$ cat src/rtl/adc_pkg.sv
`default_nettype none
// ---------------------------------------------------------------------------
// adc_pkg -- shared parameter defaults and FSM state encoding.  Rev 1.0
// ---------------------------------------------------------------------------
package adc_pkg;

  localparam int ADC_BITS_DEFAULT   = 10;
  localparam int FIFO_DEPTH_DEFAULT = 8;

  typedef logic [1:0] state_t;

  localparam state_t IDLE    = 2'd0;
  localparam state_t CONVERT = 2'd1;
  localparam state_t CAPTURE = 2'd2;

endpackage
`default_nettype wire

$ cat src/rtl/adc_sample_fifo.sv
`default_nettype none
// ---------------------------------------------------------------------------
// adc_sample_fifo -- first-word-fall-through sample buffer.  Rev 1.0
// ---------------------------------------------------------------------------
module adc_sample_fifo
  import adc_pkg::*;
#(
  parameter int DATA_BITS = ADC_BITS_DEFAULT,
  parameter int DEPTH     = FIFO_DEPTH_DEFAULT
) (
  input  logic                    clk,
  input  logic                    reset_n,
  input  logic                    push,
  input  logic [DATA_BITS-1:0]    push_data,
  input  logic                    pop,
  output logic [DATA_BITS-1:0]    pop_data,
  output logic                    full,
  output logic                    empty,
  output logic [$clog2(DEPTH):0]  count
);

  localparam int AW = $clog2(DEPTH);

  logic [DATA_BITS-1:0] mem [DEPTH];
  logic [AW-1:0]        wr_ptr;
  logic [AW-1:0]        rd_ptr;
  logic                 do_push;
  logic                 do_pop;

  assign full     = (count == (AW+1)'(DEPTH));
  assign empty    = (count == '0);
  assign do_pop   = pop & ~empty;
  // A pop in the same cycle frees the slot, so a full buffer still accepts.
  assign do_push  = push & (~full | do_pop);
  assign pop_data = mem[rd_ptr];

  always_ff @(posedge clk) begin
    if (do_push) mem[wr_ptr] <= push_data;
  end

  always_ff @(posedge clk or negedge reset_n) begin
    if (!reset_n) begin
      wr_ptr <= '0;
      rd_ptr <= '0;
      count  <= '0;
    end else begin
      if (do_push) wr_ptr <= wr_ptr + 1'b1;
      if (do_pop)  rd_ptr <= rd_ptr + 1'b1;
      case ({do_push, do_pop})
        2'b10:   count <= count + 1'b1;
        2'b01:   count <= count - 1'b1;
        default: count <= count;
      endcase
    end
  end

endmodule
`default_nettype wire

$ cat src/rtl/adc_capture.sv
`default_nettype none
// ---------------------------------------------------------------------------
// adc_capture -- conversion sequencer, sample buffer and sticky overflow.  Rev 1.0
// ---------------------------------------------------------------------------
module adc_capture
  import adc_pkg::*;
#(
  parameter int ADC_BITS   = ADC_BITS_DEFAULT,
  parameter int FIFO_DEPTH = FIFO_DEPTH_DEFAULT
) (
  input  logic                         clk,
  input  logic                         reset_n,
  input  logic                         start,
  input  logic                         continuous,
  output logic                         adc_enable,
  input  logic [ADC_BITS-1:0]          adc_code,
  output logic [ADC_BITS-1:0]          m_data,
  output logic                         m_valid,
  input  logic                         m_ready,
  output logic                         busy,
  output logic [$clog2(FIFO_DEPTH):0]  count,
  output logic                         overflow,
  input  logic                         clear_ovf
);

  localparam int            BW       = $clog2(ADC_BITS + 1);
  localparam logic [BW-1:0] BIT_LAST = BW'(ADC_BITS - 1);

  state_t        state;
  state_t        state_next;
  logic [BW-1:0] bit_cnt;
  logic          enable_next;
  logic          push;
  logic          pop;
  logic          fifo_full;
  logic          fifo_empty;
  logic          drop;

  always_ff @(posedge clk or negedge reset_n) begin
    if (!reset_n) state <= IDLE;
    else          state <= state_next;
  end

  always_comb begin
    state_next = state;
    case (state)
      IDLE:    if (start || continuous) state_next = CONVERT;
      CONVERT: if (bit_cnt == BIT_LAST) state_next = CAPTURE;
      CAPTURE: state_next = continuous ? CONVERT : IDLE;
      default: state_next = IDLE;
    endcase
  end

  always_comb begin
    enable_next = (state_next == CONVERT);
    push        = (state == CAPTURE);
    busy        = (state != IDLE);
  end

  // adc_enable is registered from the next state so it lines up with CONVERT glitch-free.
  always_ff @(posedge clk or negedge reset_n) begin
    if (!reset_n) begin
      bit_cnt    <= '0;
      adc_enable <= 1'b0;
    end else begin
      bit_cnt    <= (state == CONVERT && bit_cnt != BIT_LAST) ? bit_cnt + 1'b1 : '0;
      adc_enable <= enable_next;
    end
  end

  assign m_valid = ~fifo_empty;
  assign pop     = m_valid & m_ready;
  assign drop    = push & fifo_full & ~pop;

  always_ff @(posedge clk or negedge reset_n) begin
    if (!reset_n)       overflow <= 1'b0;
    else if (drop)      overflow <= 1'b1;
    else if (clear_ovf) overflow <= 1'b0;
  end

  adc_sample_fifo #(
    .DATA_BITS (ADC_BITS),
    .DEPTH     (FIFO_DEPTH)
  ) u_fifo (
    .clk       (clk),
    .reset_n   (reset_n),
    .push      (push),
    .push_data (adc_code),
    .pop       (pop),
    .pop_data  (m_data),
    .full      (fifo_full),
    .empty     (fifo_empty),
    .count     (count)
  );

endmodule
`default_nettype wire

$ cat config.mk
export PLATFORM = sky130hd
export DESIGN_NAME = adc_capture
export DESIGN_NICKNAME = d
export VERILOG_FILES = /design/src/rtl/adc_pkg.sv /design/src/rtl/adc_sample_fifo.sv /design/src/rtl/adc_capture.sv
export SDC_FILE = /design/constraint.sdc
export NUM_CORES = 1
export LEC_CHECK = 0
export ABC_AREA = 0
export BUFFER_PORTS_ARGS = -buffer_cell sky130_fd_sc_hd__buf_2
export CAP_MARGIN = 20
export CORE_MARGIN = 5
export CORE_UTILIZATION = 55
export DETAILED_ROUTE_END_ITERATION = 10
export GPL_ROUTABILITY_DRIVEN = 0
export PLACE_DENSITY = 0.7
export SKIP_CTS_REPAIR_TIMING = 1
export SYNTH_ARGS = -nofsm -noshare
export SYNTH_HDL_FRONTEND = slang
export SYNTH_SLANG_ARGS = --single-unit
$ cat constraint.sdc
create_clock -name clk -period 6.3 [get_ports clk]
set_clock_uncertainty 0.1 [all_clocks]
set_input_delay 1.26 -clock clk [delete_from_list [all_inputs] [get_ports clk]]
set_output_delay 1.26 -clock clk [all_outputs]
set_load 0.005 [all_outputs]
# After elaboration in Yosys (flattened, before gate mapping)
# Memory sizes are Yosys's and may differ from the RTL's.
# Index checks and enable logic that the tools add are counted.
dict set report totals {
  reg_bits 18
  latch_bits 0
  mem_bits_rw 80
  romBits 0
  input_bits 16
  wordCells 47
  memories 1
}
dict set report op_classes {
  addsub 5
  multipliers 0
  n_div 0
  n_lt_le_gt_ge 0
  eq_ne 8
  n_shift 0
  mux 10
  bitwise_logic 9
  n_reduce_logical 7
}
# name words width read_ports rd_ports_with_merged_regs write_ports line
set mem_list {}
lappend mem_list {u_fifo.mem 8 10 1 0 1 adc_sample_fifo.sv:24} ;# logic [DATA_BITS-1:0] mem [DEPTH];
# cell count
set ops {}
lappend ops {{$add A4 B1 Y4 const B} 2}
lappend ops {{$eq A4 B4 Y1 const B} 2}
lappend ops {{$pmux W4 S2} 1}
lappend ops {{$add A3 B1 Y3 const B} 2}
lappend ops {{$eq A2 B1 Y1 const B} 3}
lappend ops {{$pmux W2 S3} 1}
lappend ops {{$reduce_bool A2 Y1} 3}
lappend ops {{$and A1 B1 Y1} 5}
lappend ops {{$mux W1} 5}
lappend ops {{$eq A2 B2 Y1 const B} 2}
lappend ops {{$logic_not A4 Y1} 1}
lappend ops {{$mux W2} 2}
lappend ops {{$mux W4} 1}
lappend ops {{$ne A4 B4 Y1 const B} 1}
lappend ops {{$sub A4 B1 Y4 const B} 1}
lappend ops {{$not A1 Y1} 3}
lappend ops {{$logic_not A2 Y1} 1}
lappend ops {{$logic_and A1 B1 Y1} 1}
lappend ops {{$logic_or A1 B1 Y1} 1}
lappend ops {{$or A1 B1 Y1} 1}

# Logic depth before layout (Yosys ltp)
dict set report logic_depth {
  ltp_word 8
  depth_mapped 8
}

# By module
# A second synthesis with hierarchy kept.
dict set report hier_totals {
  cells_unflattened 232
  area_unflattened_um2 4100.2
}
# module n_inst cells_each area_each_um2 seq_area_each_um2
set modules_own_cells {}
lappend modules_own_cells {adc_sample_fifo 1 200 3726.1 2652.5}
lappend modules_own_cells {adc_capture 1 32 374.1 200.2}

# Worst setup path before layout
# OpenSTA, ideal clock, no wires.
dict set report synth_timing {
  path_type {input port to flip-flop}
  startpoint {input m_ready}
  endpoint {memory u_fifo.mem[0][0] (netlist name), enable pin}
  setup_time_ps 404
  arrival_time_ps 2497
  required_time_ps 5796
  setup_slack_ps 3300
  path_stages 4
  path_buffers 0
  cell_sequence {nor2b_1 nand2_1 nand2_1 nor4_1}
}
dict set report synth_between {
  elab_chain_len 6
}
# item line
set synth_rtl {}
lappend synth_rtl {{start: declaration} adc_capture.sv:19} ;# input logic m_ready,
lappend synth_rtl {{$and A1 B1 Y1} adc_capture.sv:72} ;# assign pop = m_valid & m_ready;
lappend synth_rtl {{$and A1 B1 Y1} adc_sample_fifo.sv:32} ;# assign do_pop = pop & ~empty;
lappend synth_rtl {{$or A1 B1 Y1} adc_sample_fifo.sv:34} ;# assign do_push = push & (~full | do_pop);
lappend synth_rtl {{$and A1 B1 Y1} adc_sample_fifo.sv:34}
lappend synth_rtl {{$mux W1} adc_sample_fifo.sv:38} ;# if (do_push) mem[wr_ptr] <= push_data;
lappend synth_rtl {{$mux W1 (not written as such)} adc_sample_fifo.sv:38}
lappend synth_rtl {{end: declaration} adc_sample_fifo.sv:24}
# Every way passes these cells.

# Worst setup path in the final report
dict set report layout_timing {
  startpoint {register u_fifo.rd_ptr[1]}
  endpoint {output m_data[5]}
}
dict set report layout_between {
  elab_chain_len 1
}
# item line
set layout_rtl {}
lappend layout_rtl {{start: declaration} adc_sample_fifo.sv:26} ;# logic [AW-1:0] rd_ptr;
lappend layout_rtl {{start signal: assignment} adc_sample_fifo.sv:48} ;# if (do_pop) rd_ptr <= rd_ptr + 1'b1;
lappend layout_rtl {{$mem_v2 Z8 W10} n/a}
lappend layout_rtl {{end: declaration} adc_capture.sv:17} ;# output logic [ADC_BITS-1:0] m_data,
# Every way passes these cells.

==> flow_summary.yaml <==
run_status:
  outcome: "finished, final reports clean"
critical_path:
  cpMaxStageDelayCell: "dfrtp_1"
  crit_end: "m_data[5]"
  worstSetupStartpointType: "register"
  worstRegToRegCells: 4
  max_stage_delay_ns: 0.96
  crit_path_max_fanout: 22
  crit_required_ns: 4.94
  crit_start: "u_fifo.rd_ptr[1]"
  r2r_slack_ns: 3.73
  critPathKind: "register to primary output"
  r2r-end: "u_fifo.mem[6][5]"
  cp_cell_sequence: "mux4_2, mux2_2, buf_2"
  reg2reg_from: "state[0]"
  worstPathArrival_ns: 2.15
  worst_setup_path_end_kind: "primary output"
synthesis:
  synthMuxAreaShare: 0.1534
  synthSimpleGateAreaFrac: 0.05250
  synth_xor_area_frac: 0.01992
  syn-instance-count: 206
  synth_top_family_by_area: "multiplexers"
  yosysWarnings: 0
  synth_fa_ha_area_frac: 0.01581
  mappedNetlistArea_um2: 3956
  synthTopCellsByArea: "edfxtp_1 61%, dfrtp_1 11%, mux4_2 11%"
  synthesis.nets: 227
  synth_cell_types: 34
  synth.largest_area_cell: "edfxtp_1"
  synth_compound_area_frac: 0.02530
  synth_seq_cells: 98
  avgSynthCellArea_um2: 19.21
  ys_seq_area_frac: 0.7211
  synth_top_area_share: 0.6072
finish:
  drive_above_1_share: 0.3750
  final_common_cell: "edfxtp_1"
  final_nets: 272
  diodes: 0
  synthToLayoutAreaGrowth_pct: 13.73
  final_cell_mix: "80 x edfxtp_1, 33 x buf_2, 20 x mux4_2, 18 x dfrtp_1, 13 x mux2_2"
  num-fill-cells: 551
  fin_util: 0.6304
cts:
  numClockSinks: 98
  cts_buffer_depth: 2
  cts_inserted_buffers: 9
  clk_latency_ns: 0.35
  cts_tree: "done"
  cts_root_buffer: "clkbuf_8"
  path_clk_slew_ns: 0.09
  cts.htree.levels: 3
place:
  hpwl_um: 4502
  portBuffers: 33
grt:
  grt_use_total: 0.1701
  grt_busiest_layer: "met2"
  grt_max_degree: 23
  met2_usage: 0.2701
  grt_overflow: 0
  grt_pass1_wl_um: 11090
  grtUsageMet3: 0.03267
  grt_use_met1: 0.2319
  antenna_found_initial: 0
  first_global_vias: 2052
pwr:
  p_clk_frac: 0.254
  p_int_mw: 1.251
  power-per-cell-area_nw_per_um2: 388.2
  combinationalPowerShare: 0.260
  ir_drop_mv: 0.2517
  p_switching_mw: 0.4952
  p_seq_frac: 0.486
  sw_frac_of_total: 0.2836
  leakage_nw: 1.556
drt:
  detail_route.wl_per_cell_um: 19.14
  drc_errors: 0
  vias_per_cell: 5.549
  first_iter_violations: 113
  vias: 1970
  routed_wl_um: 6793
  firstDrtPassIters: 4
  ant_nets: 0
timing:
  setup_tns_ns: 0
  rsz0062_at_grt: "false"
  finalCritPeriodShare: 0.5565
  worst_slew_pin_slew_ns: 1.032
  final_hold_viol_count: 0
  max_freq_mhz: 285.3
  setup_viol: 0
  min_period_ns: 3.506
  maxSlewViolCount: 0
  slew_headroom: 0.3096
floorplanning:
  initial_core_util: 0.5543
  pin_count: 34
  die_h_um: 94.82
  die_w_um: 94.82
  dieArea_um2: 8990
  rows: 31
  core_um2: 7137
worst_hold_path:
  hold_path.class: "register to register"
job:
  maxCapViolCount: 0
==> kinds of logic after synthesis <==
family / count (synthesis)
XOR/XNOR: 9
buffers and inverters: 10
flip-flops: 98
multiplexers: 34
AND/OR/NAND/NOR: 38
adder cells (fa/ha/maj): 5
AO/OA/AOI/OAI: 12
==> cell type report <==
type                    instances  area, um2  share of cell area
inverters                       4      15.01            0.003337
clock inverters                 7      100.1             0.02225
flip-flops and latches         98       2853              0.6340
multi-input cells              98       1062              0.2361
well taps                      99      123.9             0.02753
repair buffers                 40      221.5             0.04922
clock buffers                   9      123.9             0.02753
==> state kept, by name (all words and copies together), names as in the netlist <==
name,flops
u_fifo.count,4
overflow,1
u_fifo.wr_ptr,3
adc_enable,1
u_fifo.mem,80
state,2
bit_cnt,4
u_fifo.rd_ptr,3
==> critical path, delay by kind of cell (launching register included) <==
family                 cells  cell delay [ns]
buffers and inverters      1             0.12
flip-flops                 1             0.96
multiplexers               2             0.70
==> synthesized netlist by cell type (all sizes together) <==
cell type / number
a21oi: 4
a2bb2oi: 1
buf: 3
clkbuf: 3
dfrtp: 18
edfxtp: 80
ha: 5
inv: 4
mux2: 13
mux2i: 1
mux4: 20
nand2: 8
nand2b: 2
nand3: 3
nand3b: 1
nand4: 1
nor2: 9
nor2b: 2
nor3: 5
nor3b: 1
nor4: 2
o21ai: 3
o22a: 1
o22ai: 2
o41ai: 1
or2: 1
or2b: 1
or3b: 1
or4: 1
xnor2: 6
xor2: 3
==> per-stage QoR <==
step / hold slack [ns] / std cells / power [mW] / setup slack (ns) / area [um2]
detailed placement: 0.3900 / 339 / 1.330 / 2.993 / 4275
floorplan: 0.3609 / 206 / 1.186 / 3.300 / 3956
CTS: 0.4022 / 355 / 1.774 / 2.696 / 4499
global route: 0.4323 / 355 / 1.842 / 2.690 / 4499
global placement: 0.3828 / 338 / 1.321 / 2.903 / 4264
finish: 0.3960 / 355 / 1.746 / 2.794 / 4499
==> per-layer routing <==
| layer | vias to the layer above | part of all wire |
|---|---|---|
| met2 | 37 | 0.50 |
| met5 | - | 0 |
| met1 | 1021 | 0.45 |
| met4 | 0 | 0.013 |
| met3 | 9 | 0.041 |
| li1 | 903 | - |
==> worst min path at each step <==
stage	startpoint	endpoint	cells past startpoint	slack (ns)
6_report	bit_cnt[0]	bit_cnt[0]	1	0.40
5_1_grt	bit_cnt[0]	bit_cnt[0]	1	0.43
4_1_cts	bit_cnt[0]	bit_cnt[0]	1	0.40
3_5_place_dp	bit_cnt[0]	bit_cnt[0]	1	0.39
3_3_place_gp	bit_cnt[0]	bit_cnt[0]	1	0.38
2_1_floorplan	bit_cnt[0]	bit_cnt[0]	1	0.36
==> power by group through the flow <==
| stage | clock, mW | sequential, mW | combinational, mW |
|---|---|---|---|
| floorplan | 0 | 0.805 | 0.381 |
| global placement | 0 | 0.865 | 0.456 |
| detailed placement | 0 | 0.866 | 0.464 |
| CTS | 0.455 | 0.852 | 0.467 |
| global route | 0.481 | 0.860 | 0.502 |
| finish | 0.444 | 0.848 | 0.455 |
Power figures use the tool's default switching activity.
